--- src/rtl/freq_divider.sv ---
// Programmable integer divider: ClkOutput is a registered square wave with a
// period of DivReg Clk cycles, high for ceil(N/2) cycles and low for the rest.
module freq_divider #(
    parameter int DIN_WIDTH = 32,
    parameter int MIN_DIV   = 2
) (
    input  logic                 Clk,
    input  logic                 Reset,
    input  logic [DIN_WIDTH-1:0] Din,
    input  logic                 ConfigDiv,
    input  logic                 Enable,
    output logic                 ClkOutput
);

    localparam logic [DIN_WIDTH-1:0] MIN_DIV_V = DIN_WIDTH'(MIN_DIV);
    localparam logic [DIN_WIDTH-1:0] ONE_V     = {{(DIN_WIDTH-1){1'b0}}, 1'b1};
    localparam logic [DIN_WIDTH-1:0] ZERO_V    = {DIN_WIDTH{1'b0}};

    // Replace any divisor below the legal minimum with the minimum.
    function automatic logic [DIN_WIDTH-1:0] clamp_div(input logic [DIN_WIDTH-1:0] d);
        if (d < MIN_DIV_V) begin
            return MIN_DIV_V;
        end else begin
            return d;
        end
    endfunction

    // ceil(n/2) with one extra bit so n = all-ones cannot overflow.
    function automatic logic [DIN_WIDTH:0] half_ceil(input logic [DIN_WIDTH-1:0] n);
        logic [DIN_WIDTH:0] sum;
        sum = {1'b0, n} + {{DIN_WIDTH{1'b0}}, 1'b1};
        return sum >> 1;
    endfunction

    logic [DIN_WIDTH-1:0] div_r;
    logic [DIN_WIDTH-1:0] cnt_r;
    logic                 out_r;

    logic [DIN_WIDTH-1:0] div_nxt_s;
    logic [DIN_WIDTH-1:0] cnt_nxt_s;
    logic                 out_nxt_s;
    logic [DIN_WIDTH:0]   half_s;
    logic                 cnt_wrap_s;
    logic                 high_phase_s;

    // Phase decode: high while Cnt is in the first ceil(N/2) slots of the period.
    always_comb begin
        half_s       = half_ceil(div_r);
        cnt_wrap_s   = (cnt_r == (div_r - ONE_V));
        high_phase_s = ({1'b0, cnt_r} < half_s);
    end

    // Next-state selection: config beats enable, disable clears the phase.
    always_comb begin
        div_nxt_s = div_r;
        cnt_nxt_s = cnt_r;
        out_nxt_s = out_r;
        case ({ConfigDiv, Enable})
            2'b10, 2'b11: begin
                div_nxt_s = clamp_div(Din);
                cnt_nxt_s = ZERO_V;
                out_nxt_s = 1'b0;
            end
            2'b01: begin
                out_nxt_s = high_phase_s;
                if (cnt_wrap_s) begin
                    cnt_nxt_s = ZERO_V;
                end else begin
                    cnt_nxt_s = cnt_r + ONE_V;
                end
            end
            2'b00: begin
                cnt_nxt_s = ZERO_V;
                out_nxt_s = 1'b0;
            end
            default: begin
                cnt_nxt_s = ZERO_V;
                out_nxt_s = 1'b0;
            end
        endcase
    end

    // State registers; reset restores the minimum divisor and a low output.
    always_ff @(posedge Clk or negedge Reset) begin
        if (!Reset) begin
            div_r <= MIN_DIV_V;
            cnt_r <= ZERO_V;
            out_r <= 1'b0;
        end else begin
            div_r <= div_nxt_s;
            cnt_r <= cnt_nxt_s;
            out_r <= out_nxt_s;
        end
    end

    assign ClkOutput = out_r;

endmodule

--- config.mk ---
export PLATFORM = sky130hd
export DESIGN_NAME = freq_divider
export DESIGN_NICKNAME = d
export VERILOG_FILES = /design/src/rtl/freq_divider.sv
export SDC_FILE = /design/constraint.sdc
export NUM_CORES = 1
export LEC_CHECK = 0
export BUFFER_PORTS_ARGS = -buffer_cell sky130_fd_sc_hd__clkbuf_2
export CAP_MARGIN = 30
export CORE_UTILIZATION = 35
export DETAILED_ROUTE_END_ITERATION = 6
export GPL_ROUTABILITY_DRIVEN = 0
export SLEW_MARGIN = 30
export SYNTH_ARGS = -nofsm -noshare
export SYNTH_HDL_FRONTEND = slang
export SYNTH_SLANG_ARGS = --single-unit
--- constraint.sdc ---
create_clock -name Clk -period 3.2 [get_ports Clk]
set_input_delay 0 -clock Clk [delete_from_list [all_inputs] [get_ports Clk]]
set_output_delay 0 -clock Clk [all_outputs]
set_load 0.005 [all_outputs]
==> Yosys cells after proc, flatten, opt, wreduce, memory -nomap -nowiden <==
Index checks and enable logic that the tools add are counted.
{ "op_classes": {"addsub": 3, "n_lt_le_gt_ge": 2, "n_eq_ne": 4, "muxes": 4, "reduce_logical": 3} }
{ "op_table": {"columns": ["op", "count"], "rows": [
  ["$mux W32", 2],
  ["$pmux W32 S2", 1],
  ["$add A32 B1 Y33 const B", 1],
  ["$add A32 B1 Y32 const B", 1],
  ["$eq A32 B32 Y1", 1],
  ["$lt A32 B2 Y1 const B", 1],
  ["$lt A32 B32 Y1", 1],
  ["$sub A32 B1 Y32 const B", 1],
  ["$eq A2 B2 Y1 const B", 2],
  ["$reduce_or A3 Y1", 1],
  ["$eq A2 B1 Y1 const B", 1],
  ["$logic_not A2 Y1", 1],
  ["$pmux W1 S2", 1],
  ["$reduce_or A2 Y1", 1]
]} }
{ "word_totals": {"register_bits": 65, "inputBits": 36, "out_inout_bits": 1, "elab_cells": 19} }

==> Logic depth before layout (Yosys ltp) <==
{ "depth": {"ltp_word": 4, "depth_mapped": 17, "ltp_nobuf": 17} }

==> Worst setup path after synthesis <==
OpenSTA, ideal clock, no wires.
{ "synth_timing": {"kind": "reg2reg", "start": "register div_r[0]", "end": "register cnt_r[24]", "setup_time_ps": 119, "arrival_time_ps": 3048, "required_ps": 3081, "path_slack_ps": 33, "stages_incl_launch_ff": 11, "path_buffers": 2, "period_less_slack_ps": 3167, "cell_sequence": "dfrtp_1 -> or4_4 -> buf_6 -> or2_0 -> or4_1 -> a21o_1 -> a2111oi_4 -> nand4_2 -> o41ai_4 -> buf_6 -> nor2_2"} }
{ "synth_via": {"elab_chain_cells": 4} }
{ "synth_lines": {"columns": ["element", "line", "rtl"], "rows": [
  ["from (decl)", "35", "logic [DIN_WIDTH-1:0] div_r;"],
  ["from (signal assigned)", "90", "div_r <= div_nxt_s;"],
  ["$sub A32 B1 Y32", "49", "cnt_wrap_s = (cnt_r == (div_r - ONE_V));"],
  ["$eq A32 B32 Y1", "49", null],
  ["$mux W32", "66", "if (cnt_wrap_s) begin"],
  ["$pmux W32 S2", "58", "case ({ConfigDiv, Enable})"],
  ["via cnt_nxt_s[24]", "40", "logic [DIN_WIDTH-1:0] cnt_nxt_s;"],
  ["to (signal assigned)", "91", "cnt_r <= cnt_nxt_s;"],
  ["to (decl)", "36", "logic [DIN_WIDTH-1:0] cnt_r;"]
]} }
The timed path passes the listed nets, and every way through them passes these cells.
A chain may end at the register's enable or synchronous reset.

==> Final worst setup path <==
{ "layout_timing": {"start": "register div_r[0]", "end": "register cnt_r[30]"} }
The elaborated chain is that of the path after synthesis.

==> flow_summary.json <==
{
  "synthCells": 590,
  "synth_top_family_by_area": "simple AND/OR/NAND/NOR gates",
  "antenna_cells": 0,
  "min_to": "div_r[15]",
  "fmax_ghz": 0.312,
  "met3_wirelength_um": 727,
  "nNetsFinal": 761,
  "die_w_um": 125,
  "synth-xor-area-share_pct": 16.2,
  "grt_pass1_vias": 4770,
  "power.density_mw_per_mm2": 368,
  "dieArea_mm2": 0.0157,
  "place_ws_ns": -0.143,
  "drv_cap": 0,
  "die_h_um": 125,
  "antenna_left": 0,
  "dpl.hpwl_um": 11400,
  "firstDrtPassIters": 7,
  "vias_per_cell": 5.47,
  "cp.required_ns": 3.43,
  "r2r_start": "div_r[0]",
  "synth-seq-area-share_pct": 30.7,
  "critical_path_class": "flop to flop",
  "start_util_pct": 36.3,
  "synth-compound-area-share_pct": 8.44,
  "coreArea_mm2": 0.0146,
  "ys_ff_latch": 65,
  "synth_mux_area_share_pct": 6.69,
  "fin_cells": 880,
  "grt_first_pass_wirelength_um": 24700,
  "clock_latency_ns": 0.35,
  "slew_headroom_pct": 28.9,
  "top_layer_used": "met4",
  "synthAdderAreaFrac_pct": 8.01,
  "synth_edf_count": 0,
  "ios": 37,
  "rows": 44,
  "ys_top_cells_by_area": "dfrtp_1 30%, xnor2_1 8.4%, ha_1 8.0%",
  "async_reset_ff_share_pct": 100,
  "fin_ws_ns": -0.00189,
  "io_buffers": 36,
  "synthSimpleGateAreaFrac_pct": 26.0,
  "yosysUniqueCellTypes": 59,
  "grt_max_degree": 49,
  "post-route-period-util_pct": 100,
  "clock_sinks": 65,
  "cts-root-buf": "clkbuf_16",
  "slew_violations": 0,
  "grt-ovfl-total": 0,
  "synth_nets": 660,
  "crit_arrival_ns": 3.44,
  "violations": "negative setup slack",
  "drc": 0,
  "p_leak_uw": 0.00283,
  "antenna_found_initial": 1,
  "grt_use_total_pct": 20.0,
  "synth_warnings": 0,
  "peakVddDrop_mv": 0.241,
  "cp-start-kind": "flop",
  "reg2reg_slack_ns": -0.002,
  "wl_met2_um": 6990,
  "crit_path_max_fanout": 7,
  "avgSynthCellArea_um2": 9.00,
  "drtIter0Drc": 309,
  "cts_tree": "yes",
  "syn-cell-area_mm2": 0.00531,
  "finalSetupViolCount": 1,
  "via_count": 4812,
  "layout-drive-gt1-share_pct": 27.3,
  "cts_max_level": 3,
  "yosys.area.top_type_share_pct": 30.2,
  "tightest_slew_ns": 1.06,
  "rsz0062_at_grt": "yes",
  "layout-area-overhead-vs-synth_pct": 29.4,
  "status": "complete, but fails checks",
  "cp-end-kind": "flop",
  "met1Wirelength_um": 7320,
  "dp_cells": 822,
  "synth_ff_type": "dfrtp_1",
  "setup_tns_ns": -0.00189,
  "hp-class": "input pin to flop",
  "synth_top_cell_by_area": "dfrtp_1",
  "numCtsBuffers": 9,
  "finalWirelength_um": 15300,
  "min_period_ns": 3.20,
  "finalHoldViolCount": 0,
  "clockBufferDepth": 2,
  "rr_worst_depth": 10,
  "r2r-end": "cnt_r[30]",
  "worstHoldStart": "ConfigDiv",
  "worstHoldPathCells": 2,
  "wl_per_cell_um": 17.3,
  "finClkSkew_ns": 0.00526,
  "clkTransAtPathRegs_ns": 0.05
}
## report_power, final
part / switching [uW] / leakage (uW) / internal, uW
logic: 278 / 0.00185 / 255
clock network: 370 / 0.000152 / 701
registers: 59.9 / 0.000834 / 865
total: 708 / 0.00283 / 1820
## synthesized netlist by cell type (all sizes together), types with 2 or more instances
master   count
nor2        68
dfrtp       64
xnor2       51
xor2        47
nand2       41
ha          34
clkbuf      28
mux2        28
nand4       28
nand3       25
nor3        18
o21ai       18
nor4        15
a21oi       13
and3        13
inv         11
a21o        10
buf          9
or3          8
nor2b        6
or4          6
nand2b       5
a31oi        4
mux2i        4
o31ai        4
a2111oi      3
and2         3
nor4b        3
o2111ai      3
or2          2
or3b         2
## layout by cell type, fill, tap and decap left out, drive strengths merged, types with 2 or more instances in the layout
master	instances
nand3	25
mux2	28
nand2	41
inv	11
and3	13
nand2b	5
o2111ai	3
a21o	10
mux2i	4
or3	8
clkinvlp	2
a31oi	4
nor3	18
o31ai	4
o21ai	18
nor2	68
dlygate4sd3	33
and2	3
a21oi	13
nand4	28
clkbuf	49
buf	56
or2	2
xnor2	51
or3b	2
dfrtp	64
nor2b	6
bufinv	2
nor4	15
nor4b	3
or4	6
a2111oi	3
xor2	47
ha	34
## per-stage QoR
stage / power, uW / util, % / instance area (um^2) / hold WS [ns]
final: 2530 / 46.9 / 6870 / 0.117
after global routing: 2640 / 46.9 / 6870 / 0.160
after CTS: 2520 / 44.9 / 6580 / 0.114
after detailed placement: 1400 / 40.4 / 5920 / 0.0568
after global placement: 1380 / 40.4 / 5910 / 0.230
after floorplan: 1220 / - / 5310 / -0.296
## worst max-delay path by stage
stage | slack (ns) | endpoint | cells past startpoint | from
2_1_floorplan | 0.03 | cnt_r[24] | 10 | div_r[0]
6_report | -0.002 | cnt_r[30] | 10 | div_r[0]
3_5_place_dp | -0.14 | cnt_r[2] | 12 | div_r[1]
5_1_grt | -0.11 | ClkOutput | 15 | div_r[1]
4_1_cts | 0.02 | cnt_r[31] | 9 | div_r[0]
3_3_place_gp | -0.04 | cnt_r[2] | 12 | div_r[1]
## cell families (layout without fill, tap and decap cells)
family                     after synthesis  in the layout
AOI/OAI and AO/OA                       63             63
DFF                                     65             65
buffers and inverters                   48            154
muxes                                   32             32
adders and majority gates               34             34
and+or+nand+nor                        250            250
xor gates and xnor gates                98             98
## critical path, stage by stage (launching register included)
cell	delay, ns
dfrtp_1	0.41
or4_4	0.55
or2_1	0.23
or4_1	0.50
a21o_1	0.22
a2111oi_4	0.30
nand4_2	0.16
o41ai_4	0.27
buf_6	0.20
clkbuf_16	0.19
nor2_2	0.04
## registers in the layout, summed over array words and instances (netlist names)
register / flops
cnt_r: 32
div_r: 32
ClkOutput: 1
## timing repair
action | in CTS | in global routing
gates resized for setup | 2 | 38
endpoints found under the setup margin | 32 | 33
pin swaps | 0 | 25
cloned | 0 | 4
hold buffers | 33 | 0
setup buffers | 0 | 5
endpoints found under the hold margin | 78 | 0
## area by class of cell
class | instances | area, um^2
timing repair buffer | 127 | 1040
clock buffer | 11 | 243
fill | 1405 | 7780
sequential | 65 | 1630
clock inverter | 5 | 80.1
tap | 184 | 230
inverter | 11 | 41.3
multi-input combinational | 477 | 3610
## metal layers
metal  vias up  GRT usage (%)
met3        15           4.19
met2       127           31.9
met4         0           5.31
met5         -              0
li1       2302              -
met1      2368           27.6
Note: power is estimated with default switching activity, not from simulation.
